`src/rtl/mmio_outport_if.sv`:
```
// Core data-bus, external-memory and consumer-handshake signals of the memory-mapped output port.
interface mmio_outport_if #(
  parameter int WIDTH = 8
);
  logic             memwrite;
  logic [WIDTH-1:0] adr;
  logic [WIDTH-1:0] writedata;
  logic [WIDTH-1:0] memdata_in;
  logic [WIDTH-1:0] memdata;
  logic             mem_we;
  logic [WIDTH-1:0] out_data;
  logic             out_valid;
  logic             out_ready;
  logic             overflow;

  modport slave (
    input  memwrite, adr, writedata, memdata_in, out_ready,
    output memdata, mem_we, out_data, out_valid, overflow
  );

  modport master (
    output memwrite, adr, writedata, memdata_in, out_ready,
    input  memdata, mem_we, out_data, out_valid, overflow
  );
endinterface

```
`src/rtl/mmio_outport.sv`:
```
// Output port FIFO and status register on the core data bus.
// All other addresses pass through to external memory.
module mmio_outport #(
  parameter int WIDTH   = 8,
  parameter int DEPTH   = 4,
  parameter int PORTADR = 255,
  parameter int STATADR = 254
) (
  input logic         clk,
  input logic         reset,
  mmio_outport_if.slave bus
);
  localparam int AW = (DEPTH > 1) ? $clog2(DEPTH) : 1;
  localparam int CW = AW + 1;
  localparam logic [WIDTH-1:0] PORT_A   = WIDTH'(PORTADR);
  localparam logic [WIDTH-1:0] STAT_A   = WIDTH'(STATADR);
  localparam logic [CW-1:0]    FULL_CNT = CW'(DEPTH);

  logic [WIDTH-1:0] mem [DEPTH];
  logic [AW-1:0]    wr_ptr, rd_ptr;
  logic [CW-1:0]    count;
  logic             overflow_q;

  logic hit_port, hit_stat, full, empty;
  logic push, pop, push_ok, ovf_set, ovf_clr;
  logic [WIDTH-1:0] status;

  assign hit_port = (bus.adr == PORT_A);
  assign hit_stat = (bus.adr == STAT_A);
  assign full     = (count == FULL_CNT);
  assign empty    = (count == '0);

  assign push    = bus.memwrite & hit_port;
  assign pop     = ~empty & bus.out_ready;
  // A pop in the same cycle frees the slot, so a store to a full FIFO is accepted.
  assign push_ok = push & (~full | pop);
  assign ovf_set = push & full & ~pop;
  assign ovf_clr = bus.memwrite & hit_stat & bus.writedata[7];

  always_comb begin
    status      = '0;
    status[7]   = overflow_q;
    status[6]   = full;
    status[5]   = empty;
    status[3:0] = 4'(count);
  end

  assign bus.mem_we    = bus.memwrite & ~hit_port & ~hit_stat;
  assign bus.memdata   = hit_stat ? status : bus.memdata_in;
  assign bus.out_data  = mem[rd_ptr];
  assign bus.out_valid = ~empty;
  assign bus.overflow  = overflow_q;

  always_ff @(posedge clk or posedge reset) begin
    if (reset) begin
      for (int i = 0; i < DEPTH; i++) mem[i] <= '0;
      wr_ptr     <= '0;
      rd_ptr     <= '0;
      count      <= '0;
      overflow_q <= 1'b0;
    end else begin
      if (push_ok) begin
        mem[wr_ptr] <= bus.writedata;
        wr_ptr      <= wr_ptr + 1'b1;
      end
      if (pop) rd_ptr <= rd_ptr + 1'b1;
      if (push_ok && !pop)      count <= count + 1'b1;
      else if (pop && !push_ok) count <= count - 1'b1;
      if (ovf_set)      overflow_q <= 1'b1;
      else if (ovf_clr) overflow_q <= 1'b0;
    end
  end
endmodule

```
`src/flat_wrapper.sv`:
```
// flat-port wrapper written by rule: the top's interface ports become plain ports
module mmio_outport_flat 
#(
  parameter int WIDTH   = 8,
  parameter int DEPTH   = 4,
  parameter int PORTADR = 255,
  parameter int STATADR = 254
)
  (clk, reset, bus_memwrite, bus_adr, bus_writedata, bus_memdata_in, bus_out_ready, bus_memdata, bus_mem_we, bus_out_data, bus_out_valid, bus_overflow);
  mmio_outport_if #(.WIDTH(WIDTH)) bus_i ();
  input logic clk;
  input logic reset;
  input wire logic [$bits(bus_i.memwrite)-1:0] bus_memwrite;
  input wire logic [$bits(bus_i.adr)-1:0] bus_adr;
  input wire logic [$bits(bus_i.writedata)-1:0] bus_writedata;
  input wire logic [$bits(bus_i.memdata_in)-1:0] bus_memdata_in;
  input wire logic [$bits(bus_i.out_ready)-1:0] bus_out_ready;
  output wire logic [$bits(bus_i.memdata)-1:0] bus_memdata;
  output wire logic [$bits(bus_i.mem_we)-1:0] bus_mem_we;
  output wire logic [$bits(bus_i.out_data)-1:0] bus_out_data;
  output wire logic [$bits(bus_i.out_valid)-1:0] bus_out_valid;
  output wire logic [$bits(bus_i.overflow)-1:0] bus_overflow;
  assign bus_i.memwrite = bus_memwrite;
  assign bus_i.adr = bus_adr;
  assign bus_i.writedata = bus_writedata;
  assign bus_i.memdata_in = bus_memdata_in;
  assign bus_i.out_ready = bus_out_ready;
  assign bus_memdata = bus_i.memdata;
  assign bus_mem_we = bus_i.mem_we;
  assign bus_out_data = bus_i.out_data;
  assign bus_out_valid = bus_i.out_valid;
  assign bus_overflow = bus_i.overflow;
  mmio_outport #(.WIDTH(WIDTH), .DEPTH(DEPTH), .PORTADR(PORTADR), .STATADR(STATADR)) u_core (.clk(clk), .reset(reset), .bus(bus_i));
endmodule
```
`config.mk`:
```
export PLATFORM = sky130hd
export DESIGN_NAME = mmio_outport_flat
export DESIGN_NICKNAME = d
export VERILOG_FILES = /design/src/rtl/mmio_outport_if.sv /design/src/rtl/mmio_outport.sv /design/src/flat_wrapper.sv
export SDC_FILE = /design/constraint.sdc
export NUM_CORES = 1
export LEC_CHECK = 0
export ABC_AREA = 1
export CORE_ASPECT_RATIO = 0.75
export CORE_MARGIN = 3
export CORE_UTILIZATION = 55
export DETAILED_ROUTE_END_ITERATION = 10
export GPL_TIMING_DRIVEN = 0
export PLACE_DENSITY = 0.85
export SLEW_MARGIN = 10
export SYNTH_ARGS = -nofsm -noshare
export SYNTH_HDL_FRONTEND = slang
export SYNTH_SLANG_ARGS = --single-unit
```
`constraint.sdc`:
```
create_clock -name clk -period 5.7 [get_ports clk]
set_input_delay 1.71 -clock clk [delete_from_list [all_inputs] [get_ports clk]]
set_output_delay 1.71 -clock clk [all_outputs]
set_load 0.01 [all_outputs]
```
==> results of run 1 <==
==> cells in the final DEF, fill, tap and decap left out, drive strengths merged <==
cell type	count
inv	17
nor3	1
a21oi	3
xnor2	1
clkbuf	9
o22ai	8
nand2	87
fa	1
nand4	33
xor2	2
nand3	7
dfrtp	40
clkinv	1
o21ai	24
clkdlybuf4s50	46
buf	15
ha	5
nor2	25
==> flip-flops by register name, summed over array words and instances, names as in the netlist <==
signal               cells
u_core.mem              32
u_core.count             3
u_core.rd_ptr            2
u_core.wr_ptr            2
u_core.bus.overflow      1
==> cell families after synthesis <==
group	count (synthesis)
AND/OR/NAND/NOR	153
buffers and inverters	34
adder cells (fa/ha/maj)	6
AO/OA/AOI/OAI	35
XOR/XNOR	3
flip-flops	40
==> critical path, cell delays in order <==
cell and delay, ps:
sky130_fd_sc_hd__clkdlybuf4s50_1 470, sky130_fd_sc_hd__inv_1 40, sky130_fd_sc_hd__nor3_1 150, sky130_fd_sc_hd__nand2_1 130, sky130_fd_sc_hd__clkbuf_1 220, sky130_fd_sc_hd__o21ai_0 210
sky130_fd_sc_hd__clkdlybuf4s50_1 570
==> layer usage <==
layer  vias to the layer above  GRT usage [%]  part of all wire [%]
met4                         0          6.863                   1.3
met2                        93          36.57                    45
met3                        11          5.786                   9.7
met1                       989          38.19                    44
li1                       1014              -                     -
met5                         -              0                     0
==> final cells by class <==
type | instances | area, µm²
buffer | 17 | 150.1
clock buffer | 6 | 72.57
clock inverter | 1 | 5.005
fill | 311 | 917.1
inverter | 17 | 63.81
multi-input combinational | 197 | 1001
sequential | 40 | 1001
tap | 52 | 65.06
timing repair buffer | 47 | 480.5
==> path summary, 6_finish.rpt <==
check                                       startpoint                           to  slack [ps]  cells past startpoint
setup / recovery                            bus_adr[1]               bus_memdata[6]         480                      7
hold / removal              u_core.mem[16]$_DFFE_PP0P_   u_core.mem[16]$_DFFE_PP0P_         480                      2
setup reg to reg           u_core.count[0]$_DFFE_PP0P_  u_core.count[2]$_DFFE_PP0P_        3450                     11
hold reg to reg             u_core.mem[16]$_DFFE_PP0P_   u_core.mem[16]$_DFFE_PP0P_         480                      2
max in group asynchronous                        reset   u_core.mem[25]$_DFFE_PP0P_        3660                      3
min in group asynchronous                        reset   u_core.mem[13]$_DFFE_PP0P_        1620                      2
==> power by group <==
part	total (mW)	internal [mW]	switching (mW)	leakage, nW
clock	0.177	0.0832	0.0940	0.0410
sequential	0.320	0.306	0.0138	0.545
combinational	0.390	0.171	0.220	0.822
total	0.888	0.560	0.328	1.41
==> impl_summary.md, run 1 <==
Outcome
The flow ran to the end, and the final reports show no timing, DRC or antenna violations.

Logic synthesis
The net count after synthesis is 305. The netlist area before placement is 2216 µm². The count of different cell masters after synthesis is 23. The most common cell in the synthesized netlist is sky130_fd_sc_hd__nand2_1. The biggest area contributor in the post-synthesis netlist is sky130_fd_sc_hd__dfrtp_1. The share of cell area taken by muxes after synthesis is 0%. After synthesis, the most frequently instantiated cells are sky130_fd_sc_hd__nand2_1 (85), sky130_fd_sc_hd__dfrtp_1 (40), sky130_fd_sc_hd__nand4_1 (33), sky130_fd_sc_hd__o21ai_0 (24), sky130_fd_sc_hd__nor2_1 (23). Yosys mapped a number of flops with a built-in enable equal to 0.

Summing the areas of all compound-gate instances in the mapped netlist gives 8.357% of the synthesized area. In the post-synthesis netlist, the biggest area contributors are sky130_fd_sc_hd__dfrtp_1 (45%), sky130_fd_sc_hd__nand2_1 (14%), sky130_fd_sc_hd__nand4_1 (9.3%). By area, the combinational part of the netlist is dominated by simple AND/OR/NAND/NOR gates. The XOR/XNOR share of the synthesized area is 1.186%.

The number of instances in the synthesized netlist is 271. The total of flip-flops plus latches after synthesis is 40. Yosys printed 0 warnings. The synthesized netlist devotes 31.90% of its cell area to simple gates.

Counting flops with an async set or reset pin after synthesis yields a share of 100.0%. The average instance in the mapped netlist occupies 8.177 µm². The portion of synthesized cell area occupied by the leading cell type is 45.17%. The synthesized netlist devotes 3.727% of its cell area to adder and majority cells.

The predominant post-synthesis flop cell is sky130_fd_sc_hd__dfrtp_1. The sequential element share of the synthesized area is 45.17%.

STA
The number of max-slew violations in the final report was 0. Static timing analysis puts the maximum clock frequency at 0.1916 GHz. The post-route clock skew is 3.858 ps. The slack of the critical path is 481.5 ps.

The post-route clock period utilization is 91.55%. The number of hold violations in the final report is 0. Headroom to the max-slew limit came out at 65.78%. The post-layout minimum cycle time is 5218 ps.

The worst hold margin is 476.1 ps. The measured slew at the worst slew-check pin is 513.3 ps. Setup violations remaining at the end of the flow were counted as 0. The setup TNS is 0 ps. Setup repair after global routing left no endpoint under its margin.

Placed design
Summing all placed instances gives a cell area of 2761 µm². The pre-CTS setup slack is 481.6 ps. Port buffering added 46 buffers. The final estimated routing congestion in global placement is 0.8503. Detailed placement finished with a half-perimeter wire length of 4345 µm.

The cell count after placement is 370.

Final layout
The area growth from synthesis to final layout is 28.12%. After routing the design area is 2839 µm². For this run, the post-layout net count is 359. For this run, the number of standard cells in the final layout without fillers is 377. The share of cells above drive strength 1 is 8.615%. Cells fill 75.58% of the core in the end. The number of antenna diodes in the final layout is 0.

Setup path
The maximum net fanout on the critical path is 10. The data arrival time of the worst path is 3510 ps. The classification of the worst setup path is input port to output pin. Data on the critical path is required at its endpoint by 3990 ps. The critical path endpoint category is an output pin. The worst setup path is launched from an input port.

Detailed routing
In the routed design, unresolved DRC markers number 0. After detailed routing, the average wire length per cell comes to 15.41 µm. Before antenna repair, the detailed router went through 4 iterations. After detailed routing, the total wire length is 5810 µm. The total via count after detailed routing is 2107. The number of DRC markers in iteration 0 is 383. Using the TritonRoute via totals, the vias-per-cell ratio works out to 5.589. The antenna violation net count after detailed routing is 0.

Floorplanning
For this configuration, the core starts out at a cell density of 58.99%. After floorplanning, the core was sized to cover 3756 µm². During I/O placement, the number of pins put on the boundary was 47. Row generation in the floorplan step produced 19 rows.

The die width is 79.29 µm. The overall die height is 60.97 µm. The die area is 4834 µm².

CTS
The setup fix buffers added after clock tree synthesis is 0. The TritonCTS clock tree is built. The clock tree root driver cell is sky130_fd_sc_hd__clkbuf_8. Counting every sink on the clock net gives 40.

The number of buffers created by CTS is 5. The depth of the CTS H-tree is 2. The number of instances resized during post-cts repair is 0. The clock passes through at most 2 buffers.

The total of hold buffers inserted after clock tree synthesis is 0. Clock-pin slew was measured on the worst setup and hold paths at 80 ps. The clock latency on the worst-skew pair is 290 ps.

Global routing
The first-pass GRT wire length is 9163 µm. The via count of the first global-routing pass came to 1837. Global routing used 25.27% of the available tracks across all layers. Entering global routing, the biggest net connects 35 pins.

Summed over all layers, the global routing overflow is 0. The initial antenna violation count is 0.

Job
The max-capacitance violation count is 0.

Power and ir drop
The worst-case vdd ir drop is 0.1987 mV. The final total power is 887.7 µW. Power spread over the standard cell area amounts to 312.7 nW/µm². The cell leakage power is 1.407 nW.

Worst hold path
The classification of the worst-slack hold path is flip-flop to flip-flop.
No activity file was read; power rests on OpenSTA's default activity.
==> run 2: changes to the inputs <==
--- a/config.mk
+++ b/config.mk
@@ -12,7 +12,7 @@
 export DETAILED_ROUTE_END_ITERATION = 10
 export GPL_TIMING_DRIVEN = 0
 export PLACE_DENSITY = 0.85
-export SLEW_MARGIN = 10
+export SLEW_MARGIN = 40
 export SYNTH_ARGS = -nofsm -noshare
 export SYNTH_HDL_FRONTEND = slang
 export SYNTH_SLANG_ARGS = --single-unit
==> run 2 against run 1 <==
  * Cell area stayed put
  * Largest cell class unchanged
  * Highest routed layer unchanged
  * Clock skew is 0.56 ps lower
  * Count of clock-buffer cells in the layout stayed put
  * Wire length is 2.1% higher
  * Sequential share of layout area stayed put
==> impl_summary.md, run 2 (synthesized netlist as in run 1, its figures left out) <==
Outcome
The run finished with clean final reports.

Setup path
The kind of cell adding the most delay to the critical path is buffers and inverters. The worst-case reg-to-reg path depth is 11 (unchanged). The classification of the worst setup path is input port to output pin. The instance count on the critical path is 7 (unchanged). The buffers plus inverters on the worst setup path is 4 (unchanged). Traced cell by cell, the critical path runs through clkdlybuf4s50_1 -> inv_1 -> nor3_1 -> nand2_1 -> clkbuf_1 -> o21ai_0 -> clkdlybuf4s50_1. The maximum net fanout on the critical path was 10 (unchanged). The critical path ends at bus_memdata[6]. The critical path endpoint category is an output pin.

The library cell appearing most often on the critical path is sky130_fd_sc_hd__clkdlybuf4s50_1. The largest individual stage delay along the critical path comes from the cell sky130_fd_sc_hd__clkdlybuf4s50_1. The data arrival time of the worst path is 3510 ps (about the same). The type of element launching the critical path is an input port. The register-to-register setup slack is 3480 ps (+30 ps).

The critical path data required time is 3990 ps (about the same). In this run the critical register-to-register path is captured at u_core.count[2]$_DFFE_PP0P_. In this run the worst setup path begins at bus_adr[1].

The source of the worst register-to-register timing path is u_core.count[0]$_DFFE_PP0P_. The stage delay of the slowest cell on the critical path was 570 ps (about the same).

Placed design
The total cell area at the placement stage is 2761 µm² (unchanged). The number of I/O port buffers came to 46 (unchanged). The final estimated routing congestion in global placement is 0.8503 (unchanged). The total half-perimeter wirelength after legalization and detailed placement came to 4440 µm (+2.2%). The pre-CTS setup slack came to 473.5 ps (-8.074 ps).

The cell count after placement was 370 (unchanged).

Detailed routing
The DRC violation count after routing is 0 (unchanged). The overall routed net length came to 5932 µm (+2.1%). The per-cell routed wire length is 15.73 µm (+2.1%).

The total via count after detailed routing is 2072 (-1.7%). The per-cell via count in the routed design is 5.496 (-1.7%). The total iterations of the first detailed-routing run is 4 (unchanged). The antenna violation net count after detailed routing is 0 (unchanged).

The number of DRC markers in iteration 0 is 203 (-47%).

CTS
The TritonCTS clock tree is built. The setup fix buffers added after clock tree synthesis is 0 (unchanged). The clock latency on the worst-skew pair was 300 ps (about the same). The register clock-pin slew on the reported worst setup and hold paths is 70 ps (about the same).

The root buffer cell chosen for the clock tree is sky130_fd_sc_hd__clkbuf_8. The number of instances resized during post-cts repair is 0 (unchanged). The number of buffers created by CTS is 5 (unchanged). The depth of the CTS H-tree came to 2 (unchanged). The clock sink count is 40 (unchanged). The total of hold buffers inserted after clock tree synthesis is 0 (unchanged).

The number of buffers between clock root and the deepest sink is 2 (unchanged).

Global routing
The routing usage on met2 is 38.25% (+1.7 points). The maximum number of pins on one net before global-route repair is 27 (-23%). The first-pass GRT wire length came to 9363 µm (+2.2%). The via count of the first global-routing pass came to 1809 (-1.5%). The total global routing track utilization is 25.82% (+0.55 points).

The aggregate global routing overflow is 0 (unchanged). The initial antenna violation count is 0 (unchanged). After global routing, the most crowded layer is met1.

The met3 usage in global routing is 4.748% (-1.0 points). The met1 layer usage reported by global route is 39.51% (+1.3 points).

Power and ir drop
The final total power is 890.9 µW (+0.36%). The cell leakage power was 1.407 nW (unchanged). The worst-case vdd ir drop came to 0.2204 mV (+11%). The power density over the cells came to 313.8 nW/µm² (+0.36%).

STA
The number of hold violations in the final report came to 0 (unchanged). The worst hold margin is 472.2 ps (-3.858 ps). The post-route clock skew came to 3.295 ps (-0.5638 ps).

The post-layout minimum cycle time is 5218 ps (-0.05700 ps). The achievable frequency is 0.1916 GHz (about the same). The measured slew at the worst slew-check pin is 479.5 ps (-33.84 ps). The setup violation total in the final timing report is 0 (unchanged). Setup repair after global routing left no endpoint under its margin.

The post-route clock period utilization is 91.55% (about the same). The slack of the critical path came to 481.6 ps (+0.05700 ps). The number of max-slew violations in the final report came to 0 (unchanged). The worst max-slew margin expressed relative to the limit came to 68.03% (+2.3 points). The setup TNS came to 0 ps (unchanged).

Final layout
The largest registers in the layout are u_core.mem x32, u_core.count x3. In the layout the commonest cells are sky130_fd_sc_hd__nand2_1 (85), sky130_fd_sc_hd__clkdlybuf4s50_1 (46), sky130_fd_sc_hd__dfrtp_1 (40). The area growth from synthesis to final layout is 28.12% (unchanged).

The flip-flop count of the largest register after layout came to 32 (unchanged). The final non-filler cell total is 377 (unchanged). The number of fillers in the final layout is 309 (-0.64%). The most frequent standard cell in the layout excluding fill and tap cells is sky130_fd_sc_hd__nand2_1. The final standard cell area without fillers is 2839 µm² (unchanged). u_core.mem holds more flip-flops than any other register.

The total number of nets in the final design is 359 (unchanged). The share of the core filled with cells came to 75.58% (unchanged). The count of inserted antenna diode cells is 0 (unchanged). The share of cells above drive strength 1 is 8.615% (unchanged).

Worst hold path
The number of instances on the worst hold path came to 2 (unchanged). The classification of the worst-slack hold path is flip-flop to flip-flop.

Floorplanning
The overall die height is 60.97 µm (unchanged). The I/O pin count is 47 (unchanged). The die width is 79.29 µm (unchanged). The number of placement rows is 19 (unchanged). The effective utilization at floorplan is 58.99% (unchanged). The core box area is 3756 µm² (unchanged). The die area is 4834 µm² (unchanged).

Job
The max-capacitance violation count is 0 (unchanged).
[run 2: metal layers]
metal,wire length (µm),part of all wire (%),up-vias
met3,511,8.6,9
met2,2689,45,80
met1,2661,45,961
met5,0,0,-
met4,70,1.2,0
li1,-,-,1022
[run 2: worst min path at each step]
stage	from	end	slack [ps]
floorplan	u_core.mem[10]$_DFFE_PP0P_	u_core.mem[10]$_DFFE_PP0P_	440
global placement	u_core.mem[21]$_DFFE_PP0P_	u_core.mem[21]$_DFFE_PP0P_	450
detailed placement	u_core.mem[20]$_DFFE_PP0P_	u_core.mem[20]$_DFFE_PP0P_	450
CTS	u_core.mem[20]$_DFFE_PP0P_	u_core.mem[20]$_DFFE_PP0P_	470
global route	u_core.mem[16]$_DFFE_PP0P_	u_core.mem[16]$_DFFE_PP0P_	480
finish	u_core.mem[15]$_DFFE_PP0P_	u_core.mem[15]$_DFFE_PP0P_	470
[run 2: cell type report]
| class | count | area [µm²] | share of cell area, % |
|---|---|---|---|
| buffer | 17 | 150.1 | 5.289 |
| clock buffer | 6 | 72.57 | 2.556 |
| clock inverter | 1 | 5.005 | 0.1763 |
| inverter | 17 | 63.81 | 2.248 |
| multi-input combinational | 197 | 1001 | 35.26 |
| sequential | 40 | 1001 | 35.26 |
| tap | 52 | 65.06 | 2.292 |
| timing repair buffer | 47 | 480.5 | 16.92 |
[run 2: where the power goes]
group | internal, mW | switching, mW | total [mW] | leakage, nW
combinational | 0.170 | 0.221 | 0.391 | 0.822
sequential | 0.306 | 0.0141 | 0.320 | 0.545
clock | 0.0832 | 0.0961 | 0.179 | 0.0410
total | 0.560 | 0.331 | 0.891 | 1.41
[run 2: worst register-to-register path: stages, from the launching register on]
cell and delay [ps]:
sky130_fd_sc_hd__dfrtp_1 410, sky130_fd_sc_hd__inv_1 100, sky130_fd_sc_hd__nand4_1 140, sky130_fd_sc_hd__buf_4 240
sky130_fd_sc_hd__nand2_2 90, sky130_fd_sc_hd__inv_1 70, sky130_fd_sc_hd__ha_1 150, sky130_fd_sc_hd__inv_1 70
sky130_fd_sc_hd__fa_1 430, sky130_fd_sc_hd__a21oi_1 140, sky130_fd_sc_hd__o21ai_0 110, sky130_fd_sc_hd__xor2_1 150
==> run 3: changes to the inputs <==
--- a/config.mk
+++ b/config.mk
@@ -9,7 +9,9 @@
 export CORE_ASPECT_RATIO = 0.75
 export CORE_MARGIN = 3
 export CORE_UTILIZATION = 55
+export CTS_BUF_LIST = sky130_fd_sc_hd__clkbuf_8
 export DETAILED_ROUTE_END_ITERATION = 10
+export GPL_ROUTABILITY_DRIVEN = 0
 export GPL_TIMING_DRIVEN = 0
 export PLACE_DENSITY = 0.85
 export SLEW_MARGIN = 40
==> run 3 against run 2 <==
  * Critical path depth stayed put
  * Wire length is 0.19% higher
  * Largest power group unchanged
  * Count of clock-buffer cells in the layout down 1
  * Setup slack did not move
  * Die area stayed put
==> impl_summary.md, run 3 (synthesized netlist as in run 1, its figures left out) <==
Outcome
The flow ran to the end, and the final reports show no timing, DRC or antenna violations.

CTS
Clock tree synthesis selected as its root buffer the cell sky130_fd_sc_hd__clkbuf_8. The depth of the CTS H-tree was 2 (unchanged). The total of hold buffers inserted after clock tree synthesis is 0 (unchanged). The number of buffers created by CTS was 5 (unchanged). The clock sink count is 40 (unchanged). The setup fix buffers added after clock tree synthesis is 0 (unchanged). The number of buffers between clock root and the deepest sink is 2 (unchanged).

The number of instances resized during post-cts repair is 0 (unchanged). The register clock-pin slew on the reported worst setup and hold paths came to 70 ps (about the same). TritonCTS built the clock tree.

The clock latency on the worst-skew pair is 300 ps (about the same).

Power and ir drop
The switching fraction of total power was 37.24% (+0.10 points). The clock group share of total power is 20.0% (about the same). The portion of total power attributed to combinational logic came to 44.0% (about the same). The final total power is 889.5 µW (-0.16%). The power share of the sequential group came to 36.0% (about the same). The cell leakage power is 1.411 nW (+0.29%). The worst-case vdd ir drop is 0.2157 mV (-2.1%). The cell internal power dissipation is 558.2 µW (-0.32%). The switching power total was 331.3 µW (+0.12%). The power density over the cells is 313.3 nW/µm² (-0.16%).

Detailed routing
The overall routed net length is 5943 µm (+0.19%). The total iterations of the first detailed-routing run is 4 (unchanged). The total via count after detailed routing is 2090 (+0.87%). The per-cell routed wire length is 15.76 µm (+0.19%). The antenna violation net count after detailed routing is 0 (unchanged). The number of DRC markers in iteration 0 is 209 (+3.0%). The per-cell via count in the routed design is 5.544 (+0.87%).

The DRC violation count after routing is 0 (unchanged).

Global routing
The aggregate global routing overflow is 0 (unchanged). The total global routing track utilization is 25.82% (unchanged). The initial antenna violation count was 0 (unchanged). The via count of the first global-routing pass was 1809 (unchanged).

The maximum number of pins on one net before global-route repair was 27 (unchanged). The first-pass GRT wire length is 9363 µm (unchanged).

STA
The setup TNS is 0 ps (unchanged). The worst max-slew margin expressed relative to the limit is 67.68% (-0.35 points). The number of max-slew violations in the final report came to 0 (unchanged). The measured slew at the worst slew-check pin was 484.8 ps (+5.308 ps). The number of hold violations in the final report is 0 (unchanged).

The setup violation total in the final timing report is 0 (unchanged). The post-layout minimum cycle time came to 5218 ps (unchanged). The achievable frequency is 0.1916 GHz (unchanged).

The post-route clock period utilization came to 91.55% (unchanged). Setup repair after global routing left no endpoint under its margin. The post-route clock skew came to 4.061 ps (+0.7662 ps).

Floorplanning
The number of placement rows came to 19 (unchanged). The die area is 4834 µm² (unchanged). The core box area came to 3756 µm² (unchanged). The overall die height came to 60.97 µm (unchanged).

The die width was 79.29 µm (unchanged). The effective utilization at floorplan is 58.99% (unchanged). The I/O pin count is 47 (unchanged).

Setup path
The critical path data required time is 3990 ps (about the same). The critical path is of the input port to output pin type. The worst setup path is captured at an output pin. The maximum net fanout on the critical path is 10 (unchanged). The data arrival time of the worst path is 3510 ps (about the same).

The worst setup path is launched from an input port.

Worst hold path
The classification of the worst-slack hold path is flip-flop to flip-flop.

Final layout
The flip-flop count of the largest register after layout is 32 (unchanged). Leaving out fill and tap cells, the most frequent cell in the layout is sky130_fd_sc_hd__nand2_1. The count of inserted antenna diode cells came to 0 (unchanged). The final standard cell area without fillers is 2839 µm² (unchanged). The library cells used most frequently in the layout, excluding fill and tap cells, are sky130_fd_sc_hd__nand2_1 (85), sky130_fd_sc_hd__clkdlybuf4s50_1 (46), sky130_fd_sc_hd__dfrtp_1 (40). The total number of nets in the final design is 359 (unchanged). The area growth from synthesis to final layout was 28.12% (unchanged). The most flop-heavy register is u_core.mem. In the final layout, the registers with the most flip-flops are u_core.mem x32, u_core.count x3.

The share of cells above drive strength 1 is 8.615% (unchanged).

Placed design
The total cell area at the placement stage is 2761 µm² (unchanged). The total half-perimeter wirelength after legalization and detailed placement came to 4440 µm (unchanged). The number of I/O port buffers was 46 (unchanged).

Job
The max-capacitance violation count is 0 (unchanged).
[run 3: cell count changes in the layout (fill, tap and decap cells not counted)]
cell,delta
sky130_fd_sc_hd__clkbuf_1,-1
sky130_fd_sc_hd__inv_1,+1
[run 3: layout make-up]
class	count	area, µm²
inverter	17	63.81
multi-input combinational	197	1001
buffer	17	150.1
timing repair buffer	47	480.5
sequential	40	1001
clock inverter	2	8.758
fill	309	917.1
clock buffer	5	68.82
tap	52	65.06
[run 3: critical path: stages]
cell and delay [ps]:
sky130_fd_sc_hd__clkdlybuf4s50_1 470, sky130_fd_sc_hd__inv_1 40, sky130_fd_sc_hd__nor3_1 160, sky130_fd_sc_hd__nand2_1 130
sky130_fd_sc_hd__clkbuf_1 220, sky130_fd_sc_hd__o21ai_0 210, sky130_fd_sc_hd__clkdlybuf4s50_1 570
[run 3: stage by stage]
| stage | instances | setup WS, ps | hold WS (ps) | util [%] |
|---|---|---|---|---|
| finish | 377 | 481.6 | 473.3 | 75.58 |
| floorplan | 271 | 1528 | 436.6 | - |
| global route | 377 | 362.4 | 483.6 | 75.58 |
| global placement | 369 | 512.8 | 448.6 | 72.98 |
| CTS | 377 | 473.3 | 471.7 | 75.58 |
| detailed placement | 370 | 473.5 | 453.2 | 73.52 |
[run 3: path summary, 6_finish.rpt]
kind	cells past startpoint	startpoint	endpoint	slack (ps)
max in group asynchronous	3	reset	u_core.mem[7]$_DFFE_PP0P_	3570
max	7	bus_adr[1]	bus_memdata[6]	480
min in group asynchronous	2	reset	u_core.mem[1]$_DFFE_PP0P_	1680
max reg2reg	11	u_core.count[0]$_DFFE_PP0P_	u_core.count[2]$_DFFE_PP0P_	3480
min	2	u_core.mem[15]$_DFFE_PP0P_	u_core.mem[15]$_DFFE_PP0P_	470
min reg2reg	2	u_core.mem[15]$_DFFE_PP0P_	u_core.mem[15]$_DFFE_PP0P_	470
[run 3: power groups by stage]
stage	clock [mW]	sequential (mW)	combinational (mW)
global placement	0	0.324	0.379
floorplan	0	0.323	0.213
detailed placement	0	0.326	0.386
finish	0.178	0.320	0.391
global route	0.191	0.323	0.425
CTS	0.178	0.320	0.389
[run 3: per-layer routing]
metal / routed length (µm) / GRT usage [%]
met1: 2662 / 39.51
met2: 2710 / 38.25
met3: 498 / 4.748
met4: 72 / 5.882
met5: 0 / 0
==> variant, RTL diff (settings of run 1) <==
Make the reset (`reset`) synchronous in one clocked block.
--- a/src/rtl/mmio_outport.sv
+++ b/src/rtl/mmio_outport.sv
@@ -51,7 +51,7 @@
   assign bus.out_valid = ~empty;
   assign bus.overflow  = overflow_q;
 
-  always_ff @(posedge clk or posedge reset) begin
+  always_ff @(posedge clk) begin
     if (reset) begin
       for (int i = 0; i < DEPTH; i++) mem[i] <= '0;
       wr_ptr     <= '0;
Behaviour: differs if reset is asserted again (counterexample within 4 cycles, from zero or initial values and one cycle with reset high); with reset held inactive, the same outputs for 10 cycles.
==> variant against run 1 <==
Count of clock-buffer cells in the layout did not move; worst setup slack got worse by 0.0031 ns; routed wire length shrank 15%; synthesized area down 7.8%; die area decreased by 7.2%; sequential cell count increased by 2; final area shrank 6.7%; power decreased by 14%; largest power group is now registers.
==> variant: results <==
set metrics [dict create \
    fin_nets 298 \
    n_sequential_cell 42 \
    synthArstFlopShare_pct 0 \
    skew_ns 0.00968 \
    grt_max_degree 14 \
    multi_input_area_share_pct 27.9 \
    drtIter0Drc 166 \
    peakVddDrop_uv 268 \
    dp_worst_setup_slack_ns 0.443 \
    inverters 28 \
    grt_pass1_vias 1639 \
    slew_headroom_pct 44.3 \
    buffers 52 \
    ys_warn_count 0 \
    yosys-top-cells-area "edfxtp_1, dfxtp_1, o21ai_0" \
    drive_gt1_share_pct 10.4 \
    nonClkBufAreaFrac_pct 18.8 \
    cts_buffers 5 \
    global_route.usage.met3_pct 4.74 \
    multi_input_cells 139 \
    wl_per_cell_um 15.5 \
    use_met1_pct 31.5 \
    outcome "complete, no violations" \
    leakagePower_nw 1.00 \
    grt_use_total_pct 23.3 \
    grt_pass1_wl_mm 7.97 \
    ys_top_cells_by_count "nor2_1, edfxtp_1, o21ai_0" \
    syn_nets 245 \
    ys_seq_area_share_pct 56.9 \
    num-clock-buffers 6 \
    seqCellArea_um2 1160 \
    gp_congestion 0.832 \
    synth_cell_type_count 22 \
    grt_use_met2_pct 38.8 \
    dp_hpwl_mm 3.57 \
    nFillCells 240 \
]
variant: changes by cell type after synthesis, sizes merged, moves of 4 or more:
cell	delta
edfxtp	+32
ha	-4
nor2	+17
dfxtp	+10
nand4	-32
buf	-12
dfrtp	-40
inv	+10
a21oi	+6
o21ai	+6
nand2	-63
nor3	+16
variant: through the flow:
step | power (mW) | cells | instance area [um2] | util (%)
finish | 0.765 | 319 | 2650 | 77.3
global placement | 0.580 | 311 | 2560 | 74.9
global route | 0.803 | 319 | 2650 | 77.3
floorplan | 0.477 | 215 | 2040 | -
CTS | 0.764 | 319 | 2650 | 77.3
detailed placement | 0.590 | 311 | 2560 | 74.9
variant: cells by family (layout without fill, tap and decap cells):
logic type	count (synthesis)	in the layout	share of synthesized area, %
compound gates	47	47	12.0
buf+inv	34	88	6.98
simple gates	90	90	22.5
flops	42	42	56.9
fa+ha+maj	2	2	1.59
variant: final timing paths:
kind,from,endpoint,slack (ns),depth (start not counted)
setup / recovery,bus_adr[1],bus_memdata[2],0.48,7
hold / removal,u_core.rd_ptr[1]$_SDFFE_PP0N_,flop,0.46,2
setup reg to reg,u_core.wr_ptr[1]$_SDFFE_PP0P_,u_core.mem[2][6]$_SDFFCE_PN0P_,3.56,4
hold reg to reg,u_core.rd_ptr[1]$_SDFFE_PP0N_,flop,0.46,2
variant: report_power, final:
group / internal (mW) / switching [mW]
Sequential: 0.349 / 0.0149
Clock: 0.0848 / 0.0974
Combinational: 0.102 / 0.117
variant: critical path, stage by stage:
cell             delay [ns]
clkdlybuf4s50_1        0.47
inv_1                  0.04
nor3_1                 0.17
nand2_1                0.15
clkbuf_1               0.23
o21ai_0                0.18
clkdlybuf4s50_1        0.57
variant: per-layer routing:
layer,vias up,routed length [um]
li1,837,-
met1,790,2020
met2,67,2450
met3,10,389
met4,0,89
met5,-,0
